$ cat config.mk
export PLATFORM = sky130hd
export DESIGN_NAME = calc
export DESIGN_NICKNAME = d
export VERILOG_FILES = /design/src/rtl/calc_pkg.sv /design/src/rtl/calc.sv
export SDC_FILE = /design/constraint.sdc
export NUM_CORES = 1
export LEC_CHECK = 0
export BUFFER_PORTS_ARGS = -buffer_cell sky130_fd_sc_hd__buf_2
export CAP_MARGIN = 5
export CORE_UTILIZATION = 55
export DETAILED_ROUTE_END_ITERATION = 12
export GPL_TIMING_DRIVEN = 0
export PLACE_DENSITY = 0.78
export SLEW_MARGIN = 20
export SYNTH_ARGS = -nofsm -noshare
export SYNTH_HDL_FRONTEND = slang
export SYNTH_SLANG_ARGS = --single-unit
$ cat constraint.sdc
create_clock -name clk -period 6.2 [get_ports clk]
set_clock_uncertainty 0.1 [all_clocks]
set_input_delay 1.86 -clock clk [delete_from_list [all_inputs] [get_ports clk]]
set_output_delay 1.86 -clock clk [all_outputs]
set_load 0.01 [all_outputs]
$ cat src/rtl/calc_pkg.sv
// calc_pkg: shared constants and types for the binary-neural-network neuron
// accumulator.
//   CALC_ALU_WIDTH : default accumulator width (two's-complement signed)
//   calc_op_e      : per-cycle accumulator operation decoded from the inputs
// The activation threshold is "strictly greater than zero"; calc applies it
// as sign bit clear and value non-zero.
package calc_pkg;

    localparam int CALC_ALU_WIDTH = 12;

    typedef enum logic [1:0] {
        CALC_OP_CLEAR = 2'd0,
        CALC_OP_HOLD  = 2'd1,
        CALC_OP_INC   = 2'd2,
        CALC_OP_DEC   = 2'd3
    } calc_op_e;

endpackage : calc_pkg

$ cat src/rtl/calc.sv
// calc: BNN neuron accumulator. On each rising edge it adds one for agreement
// (calc_in=0) or subtracts one for disagreement (calc_in=1). The running score
// saturates at the signed limits of alu_width.
// Ports:
//   clk           : clock, state changes on the rising edge
//   rst           : synchronous active-high clear, overrides everything else
//   calc_1        : accumulate enable (0 holds the score)
//   calc_in       : weight XOR activation bit (0 agree, 1 disagree)
//   agg_out2alu   : current signed score
//   agg_out_acted : 1 when the score is strictly positive
module calc
    import calc_pkg::*;
#(
    parameter int alu_width = CALC_ALU_WIDTH
) (
    input  logic                        clk,
    input  logic                        rst,
    input  logic                        calc_1,
    input  logic                        calc_in,
    output logic signed [alu_width-1:0] agg_out2alu,
    output logic                        agg_out_acted
);

    // Saturation limits as bit patterns: 0111..1 and 1000..0.
    localparam logic signed [alu_width-1:0] ACC_MAX = {1'b0, {(alu_width-1){1'b1}}};
    localparam logic signed [alu_width-1:0] ACC_MIN = {1'b1, {(alu_width-1){1'b0}}};
    localparam logic signed [alu_width-1:0] ACC_ONE = {{(alu_width-1){1'b0}}, 1'b1};
    localparam logic signed [alu_width-1:0] ACC_ZERO = {alu_width{1'b0}};

    logic signed [alu_width-1:0] acc_r;
    logic signed [alu_width-1:0] acc_next_s;
    calc_op_e                    op_s;

    // Decode the inputs into a single operation in priority order.
    always_comb begin
        op_s = CALC_OP_HOLD;
        if (rst) begin
            op_s = CALC_OP_CLEAR;
        end else if (!calc_1) begin
            op_s = CALC_OP_HOLD;
        end else if (calc_in) begin
            op_s = CALC_OP_DEC;
        end else begin
            op_s = CALC_OP_INC;
        end
    end

    // Next score; explicit limit compares keep the value from wrapping.
    always_comb begin
        acc_next_s = acc_r;
        case (op_s)
            CALC_OP_CLEAR: acc_next_s = ACC_ZERO;
            CALC_OP_HOLD:  acc_next_s = acc_r;
            CALC_OP_INC: begin
                if (acc_r == ACC_MAX) begin
                    acc_next_s = acc_r;
                end else begin
                    acc_next_s = acc_r + ACC_ONE;
                end
            end
            CALC_OP_DEC: begin
                if (acc_r == ACC_MIN) begin
                    acc_next_s = acc_r;
                end else begin
                    acc_next_s = acc_r - ACC_ONE;
                end
            end
            default:       acc_next_s = ACC_ZERO;
        endcase
    end

    // Score register; the clear is folded into acc_next_s so rst stays synchronous.
    always_ff @(posedge clk) begin
        acc_r <= acc_next_s;
    end

    // The score is exposed straight from the register; activation is decoded
    // from it so the controller sees it on the same edge it pulses rst.
    always_comb begin
        agg_out2alu   = acc_r;
        agg_out_acted = (!acc_r[alu_width-1]) && (acc_r != ACC_ZERO);
    end

endmodule : calc

==> results.md, run 1 <==
- Worst-case clock buffer depth: 2
- Fin crit period: 4.03 ns
- Post-synth EDFFs: 12
- Max_cap viols: 0
- Initial Utilization: 0.586
- Setup ws final: 2.17 ns
- Syn Std Cell Area: 1010 um2
- Placed Area: 1120 um2
- Iter 0 DRT Violations: 42
- Synthesized instance count: 109
- Vias in the first global route: 799
- Most frequent CP cell: nor3_1
- CP startpoint kind: input pin
- Vias: 961
- Top-count cell post-synth: edfxtp_1
- Gpl congestion: 0.918
- Wire length per cell: 15.1 um
- Syn_nets: 114
- Routed wire length: 2310 um
- Vias/cell: 6.28
- Area leader, netlist: edfxtp_1
- Relative slew margins: 0.581
- Outcome: completed
- Largest net degree at the start of global routing: 13
- Height of the die: 44.9 um
- Yosys cell types: 44
- Dominant synthesized flop cell: edfxtp_1
- Worst hold stages: 2
- Clk root buf: clkbuf_4
- IO Port Bufs: 16
- Register area share after synthesis: 0.356
- Post-CTS Resized: 0
- Flops & latches, synth: 12
- Fillers: 160
- Clock sink count: 12
- Grt total ovfl: 0
- Commonest cells post-synth: edfxtp_1 (12), nor3_1 (10), nand2_1 (9), nor2_1 (8), mux2i_1 (6)
- Crit-path max cell delay: 0.48 ns
- Cts hold-fix bufs: 0
- Max Freq: 248 MHz
- WS Path Type: input pin to flip-flop
- Dpl hpwl: 1590 um
- H-tree depth: 1
- Number of antenna repair diodes: 0
- 1st-pass router iterations: 4
- Synth top area share: 0.356
- Place WS: 1.91 ns
- Max reg flops: 12
- Register area: 360 um2
- Clock slew at reported path FFs: 0.09 ns
- RSZ-0062 raised after global routing: false
- HP Class: flip-flop to flip-flop
- Nets: 135
- Period utilization: 0.650
- Multi-input gate area: 608 um2
- Share of cells above drive strength 1: 0.234
- Post-CTS setup buffer count: 0
- Worst-path fanout max: 10
- Final Hold Viols: 0
- Startpoint of the worst setup timing path: calc_in
- Initial antenna violation count: 0
- First-pass GRT wire length: 3460 um
- TritonCTS clock tree: done
- Final setup TNS: 0 ns
- Post-synth ARST share: 0
- IO Count: 17
- GRT Overall Usage: 0.242
- P&R area growth vs syn: 13.2%
- Clock Latency Late Sink: 0.29 ns
- DIE AREA: 2010 um2
- Reg2Reg Launch Point: agg_out2alu[3]
- Cell row count: 15
- Crit-path cells: buf_2 > clkbuf_1 > nand3b_1 > xnor2_1 > ha_1 > or4_1 > nor3_1 > o21a_1 > nor3_1
- CP required: 6.14 ns
- Pins over their slew limit: 0
- Max VDD drop: 0.148 mV
- CP endpoint kind: flip-flop
- CTS buffer count: 3
- Setup-failing EPs final: 0
- Worst slew pin tran: 0.628 ns
- Post-route ant nets: 0
- Worst-case reg-to-reg path depth: 5
- CP max stage cell: or4_1
- Core footprint: 1730 um2
- DRC: 0
- Synth warn: 0
- P per Cell Area: 225 nW/um2
- Hold wc startpoint: agg_out2alu[11]
- Leakage power: 0.442 nW
- Avg Cell Area, Syn: 9.27 um2
- Final instance area: 1140 um2
- Arrival @ worst endpoint: 3.97 ns
- Ranking of synthesized cells by area: edfxtp_1 (36%), mux2i_1 (5.9%), nor3_1 (5.0%)
- Die width: 44.9 um
-- path summary, 6_finish.rpt --
path / end / slack, ns
min: agg_out2alu[11] / 0.63
max reg2reg: agg_out2alu[2] / 3.81
max: agg_out2alu[10] / 2.17
min reg2reg: agg_out2alu[11] / 0.63
-- final cells by class --
| class | instances | share of cell area |
|---|---|---|
| Timing Repair Buffer | 16 | 0.0699 |
| Tap cell | 25 | 0.0273 |
| Multi-Input combinational cell | 89 | 0.531 |
| Sequential cell | 12 | 0.315 |
| Buffer | 8 | 0.0372 |
| Clock buffer | 3 | 0.0197 |
-- metrics by stage --
stage | cells | power (W) | utilization | hold slack, ns
floorplan | 109 | 0.000180 | - | 0.624
finish | 153 | 0.000257 | 0.663 | 0.634
detailed placement | 150 | 0.000205 | 0.650 | 0.606
global route | 153 | 0.000271 | 0.663 | 0.678
CTS | 153 | 0.000255 | 0.663 | 0.642
global placement | 150 | 0.000203 | 0.650 | 0.597
-- kinds of logic after synthesis --
group                    count (synthesis)  share of synthesized area
flip-flops                              12                      0.356
XOR/XNOR                                 5                     0.0433
multiplexers                             6                     0.0594
buffers and inverters                    8                     0.0421
adder cells (fa/ha/maj)                  1                     0.0124
AND/OR/NAND/NOR                         60                      0.349
AO/OA/AOI/OAI                           17                      0.137
-- report_power, final --
part / internal [W] / switching, W / total (W)
Sequential: 0.000101 / 0.0000121 / 0.000113
Combinational: 0.0000407 / 0.0000514 / 0.0000921
Clock: 0.0000226 / 0.0000296 / 0.0000522
Total: 0.000164 / 0.0000931 / 0.000257
-- worst max-delay path: cells and delay by family --
kind / cells / cell delay, ns
XOR/XNOR: 1 / 0.17
adder cells (fa/ha/maj): 1 / 0.24
AND/OR/NAND/NOR: 4 / 1.01
AO/OA/AOI/OAI: 1 / 0.16
buffers and inverters: 2 / 0.52
-- placed cells by master, fill, tap and decap left out, drive strengths merged, types with 2 or more instances in the layout --
master,count
nand2b,5
nor3b,2
buf,21
xnor2,4
nand3b,2
clkbuf,6
nand2,9
o21ai,2
nand3,4
nor4,4
nor2,9
nor4b,2
nor2b,2
o2111ai,2
o21a,2
or4,3
edfxtp,12
nor3,10
mux2i,6
-- metal layers --
metal	wire length, um	global-route usage	share of wire
met2	1030	0.365	0.45
met4	46	0.133	0.020
met1	1120	0.324	0.49
met5	0	0	0
met3	111	0.0520	0.048
No activity file was read; power rests on OpenSTA's default activity.
==> run 2, diff against run 1 <==
--- a/config.mk
+++ b/config.mk
@@ -7,10 +7,10 @@
 export LEC_CHECK = 0
 export BUFFER_PORTS_ARGS = -buffer_cell sky130_fd_sc_hd__buf_2
 export CAP_MARGIN = 5
-export CORE_UTILIZATION = 55
+export CORE_UTILIZATION = 49
 export DETAILED_ROUTE_END_ITERATION = 12
 export GPL_TIMING_DRIVEN = 0
-export PLACE_DENSITY = 0.78
+export PLACE_DENSITY = 0.74
 export SLEW_MARGIN = 20
 export SYNTH_ARGS = -nofsm -noshare
 export SYNTH_HDL_FRONTEND = slang
==> constraint.sdc (replaced) <==
create_clock -name clk -period 3.45 [get_ports clk]
set_clock_uncertainty 0.1 [all_clocks]
set_input_delay 1.035 -clock clk [delete_from_list [all_inputs] [get_ports clk]]
set_output_delay 1.035 -clock clk [all_outputs]
set_load 0.01 [all_outputs]
==> results.md, run 2 (synthesis gave the netlist of run 1 again) <==
- Grt total ovfl: 0 (unchanged)
- Startpoint of the worst setup timing path: calc_in
- P per Cell Area: 398 nW/um2 (+77%)
- Iter 0 DRT Violations: 32 (-24%)
- Number of antenna repair diodes: 0 (unchanged)
- Fillers: 173 (+8.1%)
- HP Class: flip-flop to flip-flop
- DIE AREA: 2250 um2 (+12%)
- Share of cells above drive strength 1: 0.234 (unchanged)
- Placed Area: 1120 um2 (+0.22%)
- Most common cell after layout, fill and taps aside: buf_2
- Die width: 47.4 um (+5.7%)
- R2r setup slk: 1.09 ns (-2.72 ns)
- Relative slew margins: 0.575 (-0.00612)
- Cts hold-fix bufs: 0 (unchanged)
- Seq pwr share: 0.445 (+0.005)
- Pins over their slew limit: 0 (unchanged)
- Crit-path max cell delay: 0.48 ns (about the same)
- Vias in the first global route: 773 (-3.3%)
- Worst-path fanout max: 10 (unchanged)
- Worst-case reg-to-reg path depth: 5 (unchanged)
- Worst slew pin tran: 0.637 ns (+0.00917 ns)
- DRC: 0 (unchanged)
- Cell row count: 16 (+1)
- Worst-case clock buffer depth: 2 (unchanged)
- Setup-failing EPs final: 0 (unchanged)
- Final Hold Viols: 0 (unchanged)
- Max_cap viols: 0 (unchanged)
- CP max stage cell: or4_1
- CP endpoint kind: flip-flop
- Post-route ant nets: 0 (unchanged)
- Gpl congestion: 0.902 (-1.8%)
- IO Count: 17 (unchanged)
- Initial Utilization: 0.521 (-0.0649)
- Clock sink count: 12 (unchanged)
- Setup ws final: 0.286 ns (-1.89 ns)
- Clock slew at reported path FFs: 0.08 ns (about the same)
- Reg2Reg Launch Point: agg_out2alu[3]
- TritonCTS clock tree: done
- Register area: 360 um2 (unchanged)
- P&R area growth vs syn: 13.5%
- CP required: 3.38 ns (-2.76 ns)
- Post-CTS setup buffer count: 0 (unchanged)
- Largest net degree at the start of global routing: 13 (unchanged)
- Routed wire length: 2200 um (-4.7%)
- Height of the die: 47.4 um (+5.7%)
- Post-CTS Resized: 0 (unchanged)
- GRT Overall Usage: 0.226 (-0.0160)
- Switching fraction of total power: 0.354 (-0.00756)
- Wire length per cell: 14.2 um (-5.9%)
- CP Capture Point: agg_out2alu[10]
- H-tree depth: 1 (unchanged)
- Leakage power: 0.442 nW (unchanged)
- RSZ-0062 raised after global routing: false
- Core footprint: 1940 um2 (+12%)
- 1st-pass router iterations: 4 (unchanged)
- Pwr Total: 0.000457 W (+77%)
- Period utilization: 0.917
- Max Freq: 316 MHz
- Clk root buf: clkbuf_4
- Multi-input gate area: 608 um2 (unchanged)
- Final instance area: 1150 um2 (+0.22%)
- Most frequent cells in the layout: buf_2 (20), edfxtp_1 (12), nor3_1 (10)
- Arrival @ worst endpoint: 3.10 ns (-0.87 ns)
- CP startpoint kind: input pin
- First-pass GRT wire length: 3460 um (+0.20%)
- Dpl hpwl: 1580 um (-0.55%)
- Fin crit period: 3.16 ns
- IO Port Bufs: 16 (unchanged)
- Sw power: 0.000162 W (+74%)
- WS Path Type: input pin to flip-flop
- Clock Latency Late Sink: 0.28 ns (about the same)
- CTS buffer count: 3 (unchanged)
- Vias/cell: 5.90 (-6.0%)
- Int Pwr: 0.000295 W (+80%)
- Clock network fraction of total power: 0.198 (-0.005)
- Outcome: completed
- Max VDD drop: 0.257 mV (+74%)
- Initial antenna violation count: 0 (unchanged)
- Comb power frac: 0.356 (-0.002)
- Most frequent CP cell: nor3_1
- RR Endpoint: agg_out2alu[0]
- Max reg flops: 12 (unchanged)
- Vias: 915 (-4.8%)
- Crit-path cells: buf_2 > clkbuf_1 > nand3b_1 > xnor2_1 > ha_1 > or4_1 > nor3_1 > o21a_1 > nor3_1
- Place WS: -0.00277 ns (-1.91 ns)
- Nets: 135 (unchanged)
[run 2: power groups by stage]
stage / clock [W] / combinational (W) / sequential, W
global placement: 0 / 0.000160 / 0.000205
finish: 0.0000906 / 0.000163 / 0.000204
detailed placement: 0 / 0.000161 / 0.000206
CTS: 0.0000942 / 0.000162 / 0.000203
global route: 0.0000981 / 0.000181 / 0.000208
floorplan: 0 / 0.000113 / 0.000211
[run 2: metal layers]
| metal | wire length [um] | share of wire | track usage | vias up |
|---|---|---|---|---|
| met5 | 0 | 0 | 0 | - |
| met4 | 38 | 0.017 | 0.143 | 0 |
| met3 | 100 | 0.045 | 0.0264 | 5 |
| met2 | 941 | 0.43 | 0.345 | 35 |
| met1 | 1120 | 0.51 | 0.304 | 410 |
| li1 | - | - | - | 465 |
[run 2: worst min-delay path by stage]
stage          slack, ns  cells past startpoint         endpoint       startpoint
4_1_cts             0.65                      2  agg_out2alu[11]  agg_out2alu[11]
3_5_place_dp        0.63                      2  agg_out2alu[11]  agg_out2alu[11]
5_1_grt             0.69                      3   agg_out2alu[3]   agg_out2alu[3]
2_1_floorplan       0.62                      2  agg_out2alu[11]  agg_out2alu[11]
6_report            0.64                      3   agg_out2alu[3]   agg_out2alu[3]
3_3_place_gp        0.60                      2  agg_out2alu[11]  agg_out2alu[11]
[run 2: cell type report]
class | instances | area share
flip-flops and latches | 12 | 0.314
clock buffers | 3 | 0.0196
repair buffers | 16 | 0.0698
well taps | 27 | 0.0294
plain buffers | 8 | 0.0371
multi-input cells | 89 | 0.530
[run 2: critical path, delay by kind of cell]
family,cells,cell delay [ns]
AOI/OAI and AO/OA,1,0.16
xor gates and xnor gates,1,0.17
adders and majority gates,1,0.24
buffers and inverters,2,0.50
and+or+nand+nor,4,0.99
[run 2: through the flow]
step,util,cells,setup TNS (ns),hold slack (ns)
finish,0.591,155,0,0.643
detailed placement,0.579,152,-0.00277,0.627
global route,0.591,155,0,0.689
floorplan,-,109,0,0.624
global placement,0.579,152,0,0.597
CTS,0.591,155,0,0.649
==> run 3, diff against run 2 <==
--- a/config.mk
+++ b/config.mk
@@ -5,12 +5,12 @@
 export SDC_FILE = /design/constraint.sdc
 export NUM_CORES = 1
 export LEC_CHECK = 0
-export BUFFER_PORTS_ARGS = -buffer_cell sky130_fd_sc_hd__buf_2
 export CAP_MARGIN = 5
-export CORE_UTILIZATION = 49
+export CORE_UTILIZATION = 55
 export DETAILED_ROUTE_END_ITERATION = 12
+export DONT_BUFFER_PORTS = 1
 export GPL_TIMING_DRIVEN = 0
-export PLACE_DENSITY = 0.74
+export PLACE_DENSITY = 0.73
 export SLEW_MARGIN = 20
 export SYNTH_ARGS = -nofsm -noshare
 export SYNTH_HDL_FRONTEND = slang
==> results.md, run 3 (synthesis gave the netlist of run 1 again) <==
- Place WS: 0.115 ns (+0.118 ns)
- Iter 0 DRT Violations: 47 (+47%)
- IO Count: 17 (unchanged)
- Dpl hpwl: 1600 um (+1.4%)
- Pins over their slew limit: 0 (unchanged)
- Int Pwr: 0.000284 W (-3.8%)
- Max Freq: 325 MHz (+2.7%)
- Die width: 44.9 um (-5.4%)
- Final instance area: 1070 um2 (-6.9%)
- Setup ws final: 0.369 ns (+0.0827 ns)
- Placed Area: 1040 um2 (-7.3%)
- Worst slew pin tran: 0.623 ns (-0.0149 ns)
- Max_cap viols: 0 (unchanged)
- Arrival @ worst endpoint: 3.01 ns (-0.09 ns)
- CP endpoint kind: flip-flop
- Outcome: completed
- Worst-path fanout max: 10 (unchanged)
- Cell row count: 15 (-1)
- Hold EP: agg_out2alu[11]
- P per Cell Area: 417 nW/um2 (+4.8%)
- Fin util: 0.619 (+0.0280)
- Max VDD drop: 0.303 mV (+18%)
- Core footprint: 1730 um2 (-11%)
- Seq pwr share: 0.482 (+0.037)
- Leakage power: 0.370 nW (-16%)
- WS Path Type: input pin to flip-flop
- Clock Latency Late Sink: 0.28 ns (about the same)
- Grt total ovfl: 0 (unchanged)
- Wire length per cell: 16.6 um (+17%)
- Cts hold-fix bufs: 0 (unchanged)
- Period utilization: 0.893 (-0.0240)
- Height of the die: 44.9 um (-5.4%)
- Clk root buf: clkbuf_4
- Post-route ant nets: 0 (unchanged)
- Post-CTS Resized: 0 (unchanged)
- Final Hold Viols: 0 (unchanged)
- Gpl congestion: 0.867 (-3.9%)
- Initial Utilization: 0.586 (+0.0649)
- Worst-case reg-to-reg path depth: 5 (unchanged)
- Setup-failing EPs final: 0 (unchanged)
- RR Endpoint: agg_out2alu[7]
- Max reg flops: 12 (unchanged)
- CTS buffer count: 3 (unchanged)
- Fillers: 163 (-5.8%)
- RSZ-0062 raised after global routing: false
- Worst hold stages: 2 (-1)
- CP required: 3.38 ns (about the same)
- Vias: 880 (-3.8%)
- Vias/cell: 6.38 (+8.0%)
- Vias in the first global route: 761 (-1.6%)
- Hold wc startpoint: agg_out2alu[11]
- Nets: 119 (-12%)
- Most common cell after layout, fill and taps aside: edfxtp_1
- Routed wire length: 2290 um (+4.2%)
- CP startpoint kind: input pin
- HP Class: flip-flop to flip-flop
- DRC: 0 (unchanged)
- R2r setup slk: 1.01 ns (-0.08 ns)
- Clock sink count: 12 (unchanged)
- Comb power frac: 0.304 (-0.052)
- Share of cells above drive strength 1: 0.124 (-0.110)
- First-pass GRT wire length: 3530 um (+1.8%)
- H-tree depth: 1 (unchanged)
- Reg2Reg Launch Point: agg_out2alu[3]
- Clock slew at reported path FFs: 0.09 ns (about the same)
- Clock network fraction of total power: 0.214 (+0.016)
- Relative slew margins: 0.585 (+0.00994)
- Pwr Total: 0.000446 W (-2.4%)
- Initial antenna violation count: 0 (unchanged)
- Number of antenna repair diodes: 0 (unchanged)
- Largest net degree at the start of global routing: 13 (unchanged)
- Post-CTS setup buffer count: 0 (unchanged)
- P&R area growth vs syn: 5.69%
- Fin crit period: 3.08 ns (-0.0827 ns)
- DIE AREA: 2010 um2 (-10%)
- 1st-pass router iterations: 5 (+1)
- GRT Overall Usage: 0.242 (+0.0160)
- Worst-case clock buffer depth: 2 (unchanged)
- Final setup TNS: 0 ns (unchanged)
- TritonCTS clock tree: done
- Most frequent cells in the layout: edfxtp_1 (12), nor3_1 (10), nand2_1 (9)
- IO Port Bufs: 0 (-16)
- Sw power: 0.000162 W (about the same)
- Switching fraction of total power: 0.363 (+0.00881)
## run 3: changes by cell type in the layout (fill, tap and decap cells not counted)
cell and delta:
clkinv_1 +1, buf_2 -16
## run 3: worst max-delay path, cell delays in order
cell and delay (ns):
clkbuf_1 0.32, nand3b_1 0.22, xnor2_1 0.18, ha_1 0.25, or4_1 0.50, nor3_1 0.29, o21a_1 0.17, nor3_1 0.04
## run 3: cell type report
type	instances	area [um2]	area share
plain buffers	8	42.5	0.0398
clock buffers	3	22.5	0.0211
clock inverters	1	3.75	0.00351
multi-input cells	89	608	0.569
flip-flops and latches	12	360	0.337
well taps	25	31.3	0.0293
## run 3: stage by stage
| step | std cells | hold slack (ns) |
|---|---|---|
| after floorplan | 109 | 0.624 |
| after global placement | 134 | 0.660 |
| after detailed placement | 134 | 0.684 |
| after CTS | 138 | 0.705 |
| after global routing | 138 | 0.785 |
| final | 138 | 0.702 |
## run 3: power by group through the flow
stage	registers (W)	clock network [W]	logic, W
finish	0.000215	0.0000954	0.000135
global route	0.000219	0.000104	0.000148
CTS	0.000215	0.0000953	0.000134
detailed placement	0.000218	0	0.000134
global placement	0.000217	0	0.000131
floorplan	0.000211	0	0.000113
## run 3: how the worst max path moves through the flow
stage,depth (start not counted),from,slack (ns),end
2_1_floorplan,8,calc_in,0.41,agg_out2alu[10]
3_3_place_gp,8,calc_in,0.18,agg_out2alu[10]
3_5_place_dp,8,calc_in,0.12,agg_out2alu[10]
4_1_cts,8,calc_in,0.40,agg_out2alu[10]
5_1_grt,8,calc_in,0.25,agg_out2alu[10]
6_report,8,calc_in,0.37,agg_out2alu[10]
## run 3: layer usage
metal	wire (um)	track usage	vias to the layer above
met5	0	0	-
met4	5	0.0545	0
met3	136	0.0320	2
met2	1110	0.374	36
met1	1040	0.362	408
li1	-	-	434
